File: config.mk
export PLATFORM = sky130hd
export DESIGN_NAME = alu_share_arbiter_flat
export DESIGN_NICKNAME = d
export VERILOG_FILES = /design/src/rtl/alu_share_arbiter_if.sv /design/src/rtl/alu_share_arbiter.sv /design/src/flat_wrapper.sv
export SDC_FILE = /design/constraint.sdc
export NUM_CORES = 1
export LEC_CHECK = 0
export CORE_MARGIN = 2
export CORE_UTILIZATION = 33
export DETAILED_ROUTE_END_ITERATION = 8
export GPL_TIMING_DRIVEN = 0
export PLACE_DENSITY = 0.7
export SYNTH_ARGS = -nofsm -noshare
export SYNTH_HDL_FRONTEND = slang
export SYNTH_SLANG_ARGS = --single-unit
File: constraint.sdc
create_clock -name clk -period 6.3 [get_ports clk]
set_input_delay 1.26 -clock clk [delete_from_list [all_inputs] [get_ports clk]]
set_output_delay 1.26 -clock clk [all_outputs]
set_load 0.005 [all_outputs]
File: src/rtl/alu_share_arbiter_if.sv
// Requester, result and ALU-side signals of the shared-ALU arbiter.
// The slave modport is the arbiter's view; master is the surrounding system.
interface alu_share_arbiter_if #(
    parameter int WIDTH  = 32,
    parameter int OP_W   = 5,
    parameter int ZERO_W = 8
);
    logic              req0;
    logic [WIDTH-1:0]  a0;
    logic [WIDTH-1:0]  b0;
    logic [OP_W-1:0]   op0;
    logic              req1;
    logic [WIDTH-1:0]  a1;
    logic [WIDTH-1:0]  b1;
    logic [OP_W-1:0]   op1;
    logic              gnt0;
    logic              gnt1;
    logic              done0;
    logic              done1;
    logic [WIDTH-1:0]  res_c;
    logic [ZERO_W-1:0] res_zero;
    logic              busy;
    logic [WIDTH-1:0]  alu_a;
    logic [WIDTH-1:0]  alu_b;
    logic [OP_W-1:0]   alu_op;
    logic [WIDTH-1:0]  alu_c;
    logic [ZERO_W-1:0] alu_zero;

    modport slave (
        input  req0, a0, b0, op0, req1, a1, b1, op1, alu_c, alu_zero,
        output gnt0, gnt1, done0, done1, res_c, res_zero, busy, alu_a, alu_b, alu_op
    );

    modport master (
        output req0, a0, b0, op0, req1, a1, b1, op1, alu_c, alu_zero,
        input  gnt0, gnt1, done0, done1, res_c, res_zero, busy, alu_a, alu_b, alu_op
    );
endinterface

File: src/rtl/alu_share_arbiter.sv
// Round-robin sharing of one ALU between two requesters: grant, drive the ALU
// with the winner's latched operands, wait ALU_LAT cycles, capture, pulse done.
module alu_share_arbiter #(
    parameter int WIDTH   = 32,
    parameter int OP_W    = 5,
    parameter int ZERO_W  = 8,
    parameter int ALU_LAT = 1
) (
    input  logic                clk,
    input  logic                rstn,
    alu_share_arbiter_if.slave  bus
);
    typedef enum logic [1:0] {IDLE, EXEC, DONE} state_t;

    localparam logic [3:0] LAST_CNT = 4'(ALU_LAT - 1);

    state_t            state_reg;
    logic [3:0]        cnt_reg;
    logic              rr_ptr_reg;
    logic [1:0]        gnt_reg;
    logic [1:0]        done_reg;
    logic              busy_reg;
    logic [WIDTH-1:0]  alu_a_reg;
    logic [WIDTH-1:0]  alu_b_reg;
    logic [OP_W-1:0]   alu_op_reg;
    logic [WIDTH-1:0]  res_c_reg;
    logic [ZERO_W-1:0] res_zero_reg;

    logic              any_req;
    logic              pick1;
    logic [WIDTH-1:0]  sel_a;
    logic [WIDTH-1:0]  sel_b;
    logic [OP_W-1:0]   sel_op;

    // rr_ptr_reg names the requester that wins a tie; it flips to the other
    // side after every grant, so reset (0) lets req0 win the first tie.
    assign any_req = bus.req0 | bus.req1;
    assign pick1   = bus.req1 & (~bus.req0 | rr_ptr_reg);
    assign sel_a   = pick1 ? bus.a1  : bus.a0;
    assign sel_b   = pick1 ? bus.b1  : bus.b0;
    assign sel_op  = pick1 ? bus.op1 : bus.op0;

    always_ff @(posedge clk or posedge rstn) begin
        if (rstn) begin
            state_reg    <= IDLE;
            cnt_reg      <= '0;
            rr_ptr_reg   <= 1'b0;
            gnt_reg      <= '0;
            done_reg     <= '0;
            busy_reg     <= 1'b0;
            alu_a_reg    <= '0;
            alu_b_reg    <= '0;
            alu_op_reg   <= '0;
            res_c_reg    <= '0;
            res_zero_reg <= '0;
        end else begin
            case (state_reg)
                IDLE: begin
                    if (any_req) begin
                        gnt_reg    <= {pick1, ~pick1};
                        rr_ptr_reg <= ~pick1;
                        alu_a_reg  <= sel_a;
                        alu_b_reg  <= sel_b;
                        alu_op_reg <= sel_op;
                        cnt_reg    <= '0;
                        busy_reg   <= 1'b1;
                        state_reg  <= EXEC;
                    end
                end
                EXEC: begin
                    cnt_reg <= cnt_reg + 4'd1;
                    if (cnt_reg == LAST_CNT) begin
                        res_c_reg    <= bus.alu_c;
                        res_zero_reg <= bus.alu_zero;
                        done_reg     <= gnt_reg;
                        state_reg    <= DONE;
                    end
                end
                DONE: begin
                    done_reg  <= '0;
                    gnt_reg   <= '0;
                    busy_reg  <= 1'b0;
                    state_reg <= IDLE;
                end
                default: begin
                    done_reg  <= '0;
                    gnt_reg   <= '0;
                    busy_reg  <= 1'b0;
                    state_reg <= IDLE;
                end
            endcase
        end
    end

    assign bus.gnt0     = gnt_reg[0];
    assign bus.gnt1     = gnt_reg[1];
    assign bus.done0    = done_reg[0];
    assign bus.done1    = done_reg[1];
    assign bus.busy     = busy_reg;
    assign bus.alu_a    = alu_a_reg;
    assign bus.alu_b    = alu_b_reg;
    assign bus.alu_op   = alu_op_reg;
    assign bus.res_c    = res_c_reg;
    assign bus.res_zero = res_zero_reg;
endmodule

File: src/flat_wrapper.sv
// flat-port wrapper written by rule: the top's interface ports become plain ports
module alu_share_arbiter_flat 
#(
    parameter int WIDTH   = 32,
    parameter int OP_W    = 5,
    parameter int ZERO_W  = 8,
    parameter int ALU_LAT = 1
)
  (clk, rstn, bus_req0, bus_a0, bus_b0, bus_op0, bus_req1, bus_a1, bus_b1, bus_op1, bus_alu_c, bus_alu_zero, bus_gnt0, bus_gnt1, bus_done0, bus_done1, bus_res_c, bus_res_zero, bus_busy, bus_alu_a, bus_alu_b, bus_alu_op);
  alu_share_arbiter_if #(.WIDTH(WIDTH), .OP_W(OP_W), .ZERO_W(ZERO_W)) bus_i ();
  input  logic clk;
  input  logic rstn;
  input wire logic [$bits(bus_i.req0)-1:0] bus_req0;
  input wire logic [$bits(bus_i.a0)-1:0] bus_a0;
  input wire logic [$bits(bus_i.b0)-1:0] bus_b0;
  input wire logic [$bits(bus_i.op0)-1:0] bus_op0;
  input wire logic [$bits(bus_i.req1)-1:0] bus_req1;
  input wire logic [$bits(bus_i.a1)-1:0] bus_a1;
  input wire logic [$bits(bus_i.b1)-1:0] bus_b1;
  input wire logic [$bits(bus_i.op1)-1:0] bus_op1;
  input wire logic [$bits(bus_i.alu_c)-1:0] bus_alu_c;
  input wire logic [$bits(bus_i.alu_zero)-1:0] bus_alu_zero;
  output wire logic [$bits(bus_i.gnt0)-1:0] bus_gnt0;
  output wire logic [$bits(bus_i.gnt1)-1:0] bus_gnt1;
  output wire logic [$bits(bus_i.done0)-1:0] bus_done0;
  output wire logic [$bits(bus_i.done1)-1:0] bus_done1;
  output wire logic [$bits(bus_i.res_c)-1:0] bus_res_c;
  output wire logic [$bits(bus_i.res_zero)-1:0] bus_res_zero;
  output wire logic [$bits(bus_i.busy)-1:0] bus_busy;
  output wire logic [$bits(bus_i.alu_a)-1:0] bus_alu_a;
  output wire logic [$bits(bus_i.alu_b)-1:0] bus_alu_b;
  output wire logic [$bits(bus_i.alu_op)-1:0] bus_alu_op;
  assign bus_i.req0 = bus_req0;
  assign bus_i.a0 = bus_a0;
  assign bus_i.b0 = bus_b0;
  assign bus_i.op0 = bus_op0;
  assign bus_i.req1 = bus_req1;
  assign bus_i.a1 = bus_a1;
  assign bus_i.b1 = bus_b1;
  assign bus_i.op1 = bus_op1;
  assign bus_i.alu_c = bus_alu_c;
  assign bus_i.alu_zero = bus_alu_zero;
  assign bus_gnt0 = bus_i.gnt0;
  assign bus_gnt1 = bus_i.gnt1;
  assign bus_done0 = bus_i.done0;
  assign bus_done1 = bus_i.done1;
  assign bus_res_c = bus_i.res_c;
  assign bus_res_zero = bus_i.res_zero;
  assign bus_busy = bus_i.busy;
  assign bus_alu_a = bus_i.alu_a;
  assign bus_alu_b = bus_i.alu_b;
  assign bus_alu_op = bus_i.alu_op;
  alu_share_arbiter #(.WIDTH(WIDTH), .OP_W(OP_W), .ZERO_W(ZERO_W), .ALU_LAT(ALU_LAT)) u_core (.clk(clk), .rstn(rstn), .bus(bus_i));
endmodule
==> results.md, run 1 <==
- Outcome: complete, no violations
- DR WL met2: around 8900 um
- Tcrit/Tclk final: a little over two fifths
- Leak: 4.204 nW
- Synth async-reset ratio: 100.0%
- Antenna diode count: 0
- Starting Density: ~33%
- Share of cells above drive strength 1: about 14%
- CP Capture Type: flop
- First-pass GRT wire length: between 20000 and 30000 um
- Setup TNS: 0 ns
- RSZ-0062 raised after global routing: no
- Maximum clock insertion buffer count: 2
- Cell family with most CP delay: buffers and inverters
- Synth top cells by count: dfrtp_1, inv_1, a221o_1, nor3_1, mux2_4
- Area of the mapped netlist: 0.005468 sq mm
- Die area: ~0.018 sq mm
- I/O pin cnt: 296
- Worst hold path class: flop to flop
- # port buffers: 295
- Syn_area_per_cell: roughly 12 sq um
- Vias in the first global route: about 5200
- Crit-path max cell delay: around 0.55 ns
- VDD IR max: about 210 uV
- Hold_sp: u_core.bus.res_c[16]
- Primary FF master, synth: dfrtp_1
- CTS root buffer: clkbuf_16
- Clock Skew: ~0.0067 ns
- Clk network pwr share: a little over a fifth
- Fmax achieved: approximately 370 MHz
- Area Growth Syn to Fin: 70.05%
- Die span in y: between 100 and 150 um
- Register area share after synthesis: between 50 and 60%
- Sequential Power Share: between 30% and 40%
- Slowest CP cell: o21ai_2
- Clk sinks: roughly 120
- Crit path from: bus_req0
- Setup bufs post-CTS: 0
- Final setup fails: 0
- Top cells by area, synth: dfrtp_1, a221o_1, mux2_4
- Total Wirelength: between 15000 and 20000 um
- Remaining DRCs: 0
- Cells after DPL: about 970
- # rows: between 40 and 50
- CTS Hold Buffers Added: 0
- Crit-path max FO: 10
- Worst Setup Path Type: primary input to flop
- Post-Syn Nets: about 630
- Worst Tran Pin Value: 0.6012 ns
- CP startpoint kind: primary input
- RD Place Congestion: around 0.85
- CTS tree: yes
- Post-route ant nets: 0
- CP arrival: around 3.0 ns
- Netlist cell types: 32
- Initial antenna violation count: 0
- Final hold vios: 0
- Pin count of the biggest net entering global routing: 64
- Combinational share of power: a little under half
- TritonRoute pass-1 iters: 4
- FF+latch count, synth: between 100 and 150
- Yosys top cell by area: dfrtp_1
- Pins over their slew limit: 0
- Resized cells post-CTS: 0
- Mean number of vias per cell: roughly 4.8
- Slew margin rel.: approximately three fifths
- Post-synth top area share: between 50 and 60%
- DIE WIDTH: between 100 and 150 um
- CP Data Required Time: 6.65 ns
- Most common cell in the netlist: dfrtp_1
- Non-Filler Instances: 997
- PwrDens: between 400 and 500 mW/mm^2
- Final-stage net count: 948
- Routed vias: slightly below 5000
- Syn. warnings: 0
- Reg-to-Reg Start: u_core.cnt_reg[0]
- All-Layer GR Usage: 20.26%
- Post-synth EDFFs: 0
- H-tree Lvls: 4
- Max Used Layer: met4
- Sw power: ~0.0014 W
- Max-cap check violation count: 0
- Cells after synthesis: roughly 450
- Core area: about 0.016 sq mm
- CP cell instances: clkdlybuf4s50_1, o21ai_2, clkbuf_1, a221o_1
- Min Tclk post-route: ~2.7 ns
- Buf/Inv on CP: 2
- Met3 wire len: between 1000 and 1500 um
- P_int: between 0.003 and 0.004 W
- Clk Latency, worst-skew pair: roughly 0.42 ns
- Final HPWL DP: 13370 um
- Initial drt markers: around 270
- Met1 Routed Length: between 7000 and 8000 um
- CTS buffer count: 17
- Sw Ratio: a little over 30%
- Clock-pin slew on the worst setup and hold paths: about 0.05 ns
- Gr ovfl total: 0
- Drt wl/cell: around 18 um
## worst register-to-register path: stages, from the launching register on
cell and delay [ns]:
dfrtp_1 0.43, inv_1 0.08, ha_1 0.15, nor3b_2 0.30, nand2_4 0.15, buf_6 0.20
mux2_4 0.31
## cell families after synthesis
kind of cell	synth area share (%)
AO/OA/AOI/OAI	14.05
XOR/XNOR	0.1602
adder cells (fa/ha/maj)	0.4576
buffers and inverters	9.817
flip-flops	55.38
multiplexers	11.46
AND/OR/NAND/NOR	8.673
## routing by layer
| layer | vias up | GRT usage (%) |
|---|---|---|
| li1 | 2241 | - |
| met1 | 2312 | 23.72 |
| met2 | 226 | 34.34 |
| met3 | 34 | 6.973 |
| met4 | 0 | 7.706 |
| met5 | - | 0 |
## power by group through the flow
stage               combinational (W)  sequential [W]  clock (W)
floorplan                    0.000985         0.00139          0
CTS                           0.00211         0.00139   0.000947
finish                        0.00208         0.00139   0.000929
global placement              0.00205         0.00137          0
global route                  0.00223         0.00143   0.000988
detailed placement            0.00210         0.00139          0
## layout make-up
type                    instances  area, sq um
clock inverters                10        95.09
inverters                      76        290.3
multi-input cells             216         1903
clock buffers                  22        474.2
well taps                     220        275.3
repair buffers                296         2980
fillers                      1331         7109
plain buffers                  36        251.5
flip-flops and latches        121         3028
## worst paths after layout
kind	endpoint	slack, ns	cells past startpoint
hold / removal	u_core.bus.res_c[16]	0.51	1
min in group asynchronous	u_core.bus.res_c[12]	1.28	2
max in group asynchronous	u_core.bus.alu_a[3]	4.30	3
hold reg to reg	u_core.bus.res_c[16]	0.51	1
setup / recovery	u_core.bus.alu_b[9]	3.61	4
setup reg to reg	u_core.bus.res_zero[5]	4.55	6
## per-stage QoR
| stage | power, W | utilization, % | area, sq um | hold slack, ns | setup WS [ns] |
|---|---|---|---|---|---|
| floorplan | 0.002378 | - | 5468 | 0.4746 | 1.826 |
| global placement | 0.003421 | 53.00 | 8696 | 0.4891 | 0.1456 |
| detailed placement | 0.003492 | 53.20 | 8728 | 0.4902 | 3.173 |
| CTS | 0.004446 | 56.67 | 9298 | 0.5064 | 3.606 |
| global route | 0.004643 | 56.67 | 9298 | 0.5185 | 3.509 |
| finish | 0.004401 | 56.67 | 9298 | 0.5064 | 3.606 |
## layout by cell type, fill, tap and decap left out, types with 2 or more instances in the layout
cell type / Yosys / final
clkdlybuf4s50_1: 0 / 295
dfrtp_1: 121 / 121
inv_1: 76 / 75
nor3_1: 69 / 69
a221o_1: 69 / 69
mux2_4: 39 / 39
clkbuf_16: 0 / 17
buf_2: 15 / 15
buf_6: 12 / 12
clkbuf_1: 7 / 9
nor2_1: 6 / 6
o21ai_0: 5 / 5
clkinvlp_4: 0 / 5
nand2b_1: 4 / 4
mux2i_1: 3 / 3
clkbuf_8: 0 / 3
buf_4: 2 / 2
a21oi_1: 2 / 2
ha_1: 2 / 2
clkinv_2: 0 / 2
clkinv_4: 0 / 2
(Power assumes the default switching activity.)
==> run 2, diff against run 1 <==
--- a/config.mk
+++ b/config.mk
@@ -9,7 +9,7 @@
 export CORE_UTILIZATION = 33
 export DETAILED_ROUTE_END_ITERATION = 8
 export GPL_TIMING_DRIVEN = 0
-export PLACE_DENSITY = 0.7
+export PLACE_DENSITY = 0.72
 export SYNTH_ARGS = -nofsm -noshare
 export SYNTH_HDL_FRONTEND = slang
 export SYNTH_SLANG_ARGS = --single-unit
==> constraint.sdc (replaced) <==
create_clock -name clk -period 2.2 [get_ports clk]
set_input_delay 0.44 -clock clk [delete_from_list [all_inputs] [get_ports clk]]
set_output_delay 0.44 -clock clk [all_outputs]
set_load 0.005 [all_outputs]
==> results.md, run 2 (synthesized netlist as in run 1, its figures left out) <==
- Maximum clock insertion buffer count: 2 (unchanged)
- Core area: 0.01641 sq mm (unchanged)
- Initial drt markers: 247 (was 271)
- Pins over their slew limit: 0 (unchanged)
- Reg2reg path depth: 5 (was 6)
- RD Place Congestion: 0.8408 (was 0.8475)
- Tcrit/Tclk final: between 80 and 90%
- Remaining DRCs: 0 (unchanged)
- CP startpoint kind: primary input (unchanged)
- Reg-to-Reg Start: u_core.state_reg[1] (was u_core.cnt_reg[0])
- Leak: 4.230 nW (was 4.204 nW)
- Resized cells post-CTS: 0 (unchanged)
- Final setup fails: 0 (unchanged)
- Most frequent cells in the layout: clkdlybuf4s50_1, dfrtp_1, inv_1 (unchanged)
- Slew margin rel.: 37.19% (was 59.92%)
- CTS root buffer: clkbuf_16 (unchanged)
- Area Growth Syn to Fin: 70.71% (was 70.05%)
- DIE WIDTH: 132.7 um (unchanged)
- CTS Hold Buffers Added: 0 (unchanged)
- Commonest non-fill, non-tap cell in the layout: clkdlybuf4s50_1 (unchanged)
- Outcome: complete, no violations (unchanged)
- Total Wirelength: 17860 um (was 17760 um)
- Drt wl/cell: 17.90 um (was 17.81 um)
- Worst hold path class: flop to flop (unchanged)
- CTS buffer count: 17 (unchanged)
- Hold_sp: u_core.bus.res_c[4] (was u_core.bus.res_c[16])
- Die span in y: 132.7 um (unchanged)
- Tot Pwr: 0.01281 W (was 0.004401 W)
- Setup bufs post-CTS: 0 (unchanged)
- Final-stage net count: 949 (was 948)
- Clock Skew: 0.009532 ns (was 0.006692 ns)
- R2R Setup Slk: 0.48 ns (was 4.55 ns)
- Worst Tran Pin Value: 0.9401 ns (was 0.6012 ns)
- Worst r2r dst: u_core.bus.alu_a[30] (was u_core.bus.res_zero[5])
- TritonRoute pass-1 iters: 4 (unchanged)
- # port buffers: 295 (unchanged)
- Cells after DPL: 966 (was 965)
- WHS Endpoint: u_core.bus.res_c[4] (was u_core.bus.res_c[16])
- Antenna diode count: 0 (unchanged)
- All-Layer GR Usage: 20.44% (was 20.26%)
- H-tree Lvls: 4 (unchanged)
- Vias in the first global route: 5311 (was 5170)
- Starting Density: 33.33% (unchanged)
- # rows: 47 (unchanged)
- Die area: 0.01761 sq mm (unchanged)
- VDD IR max: 661.0 uV (was 208.6 uV)
- Share of cells above drive strength 1: 14.14% (was 13.90%)
- Crit-path max FO: 10 (unchanged)
- Setup TNS: 0 ns (unchanged)
- Non-Filler Instances: 998 (was 997)
- Final HPWL DP: 13190 um (was 13370 um)
- Min Tclk post-route: between 1.5 and 2 ns
- CP Data Required Time: 2.54 ns (was 6.65 ns)
- Max-cap check violation count: 0 (unchanged)
- CTS tree: yes (unchanged)
- Initial antenna violation count: 0 (unchanged)
- Routed vias: 4845 (was 4813)
- Clk sinks: 121 (unchanged)
- CP arrival: 2.21 ns (was 3.04 ns)
- Post-route ant nets: 0 (unchanged)
- Fmax achieved: around 540 MHz
- Gr ovfl total: 0 (unchanged)
- CP Capture Type: flop (unchanged)
- Placed Area: 0.008740 sq mm (was 0.008728 sq mm)
- Clock-pin slew on the worst setup and hold paths: 0.06 ns (was 0.05 ns)
- Pin count of the biggest net entering global routing: 43 (was 64)
- I/O pin cnt: 296 (unchanged)
- First-pass GRT wire length: 28300 um (was 27630 um)
- PwrDens: 1372 mW/mm^2 (was 473.3 mW/mm^2)
- Final hold vios: 0 (unchanged)
- Finished Cell Area: 0.009334 sq mm (was 0.009298 sq mm)
- Mean number of vias per cell: 4.855 (was 4.827)
- Clk Latency, worst-skew pair: 0.41 ns (was 0.42 ns)
- Worst Hold Depth: 1 (unchanged)
- RSZ-0062 raised after global routing: no (unchanged)
- Worst Setup Path Type: primary input to flop (unchanged)
run 2: final cells by class:
class	count	area, sq um
clock buffers	19	442.9
fillers	1303	7073
flip-flops and latches	121	3028
multi-input cells	216	1903
well taps	220	275.3
inverters	76	289.0
clock inverters	13	151.4
repair buffers	297	2993
plain buffers	36	251.5
run 2: worst max-delay path: stages:
cell and delay, ns:
clkdlybuf4s50_1 0.51, o21ai_2 0.54, clkbuf_1 0.46, a221o_1 0.25
run 2: layer usage:
metal	vias to the layer above	routed length, um	track usage [%]
met3	25	1045	5.556
met4	0	321	7.228
met5	-	0	0
li1	2241	-	-
met2	182	9373	36.50
met1	2397	7120	23.51
run 2: stage by stage:
step	util (%)	worst slack [ns]	hold slack [ns]
2_1_floorplan	-	0.2767	0.4746
3_3_place_gp	53.02	-0.8410	0.4913
3_5_place_dp	53.27	-0.1124	0.4928
4_1_cts	56.89	0.3316	0.5099
5_1_grt	56.89	0.2330	0.5182
6_report	56.89	0.3360	0.5062
run 2: where the power goes:
group	leakage (nW)	switching [W]	internal [W]
Clock	0.289	0.00103	0.00180
Combinational	2.47	0.00221	0.00378
Sequential	1.47	0.000672	0.00332
Total	4.23	0.00391	0.00890
run 2: how the worst max path moves through the flow:
stage / slack (ns) / cells past startpoint / from / end
2_1_floorplan: 0.28 / 1 / rstn / u_core.bus.alu_a[0]
3_3_place_gp: -0.84 / 2 / rstn / u_core.bus.alu_a[3]
3_5_place_dp: -0.11 / 4 / bus_req0 / u_core.bus.alu_b[0]
4_1_cts: 0.33 / 4 / bus_req0 / u_core.bus.alu_a[30]
5_1_grt: 0.23 / 4 / bus_req0 / u_core.bus.alu_b[0]
6_report: 0.34 / 4 / bus_req0 / u_core.bus.alu_a[30]
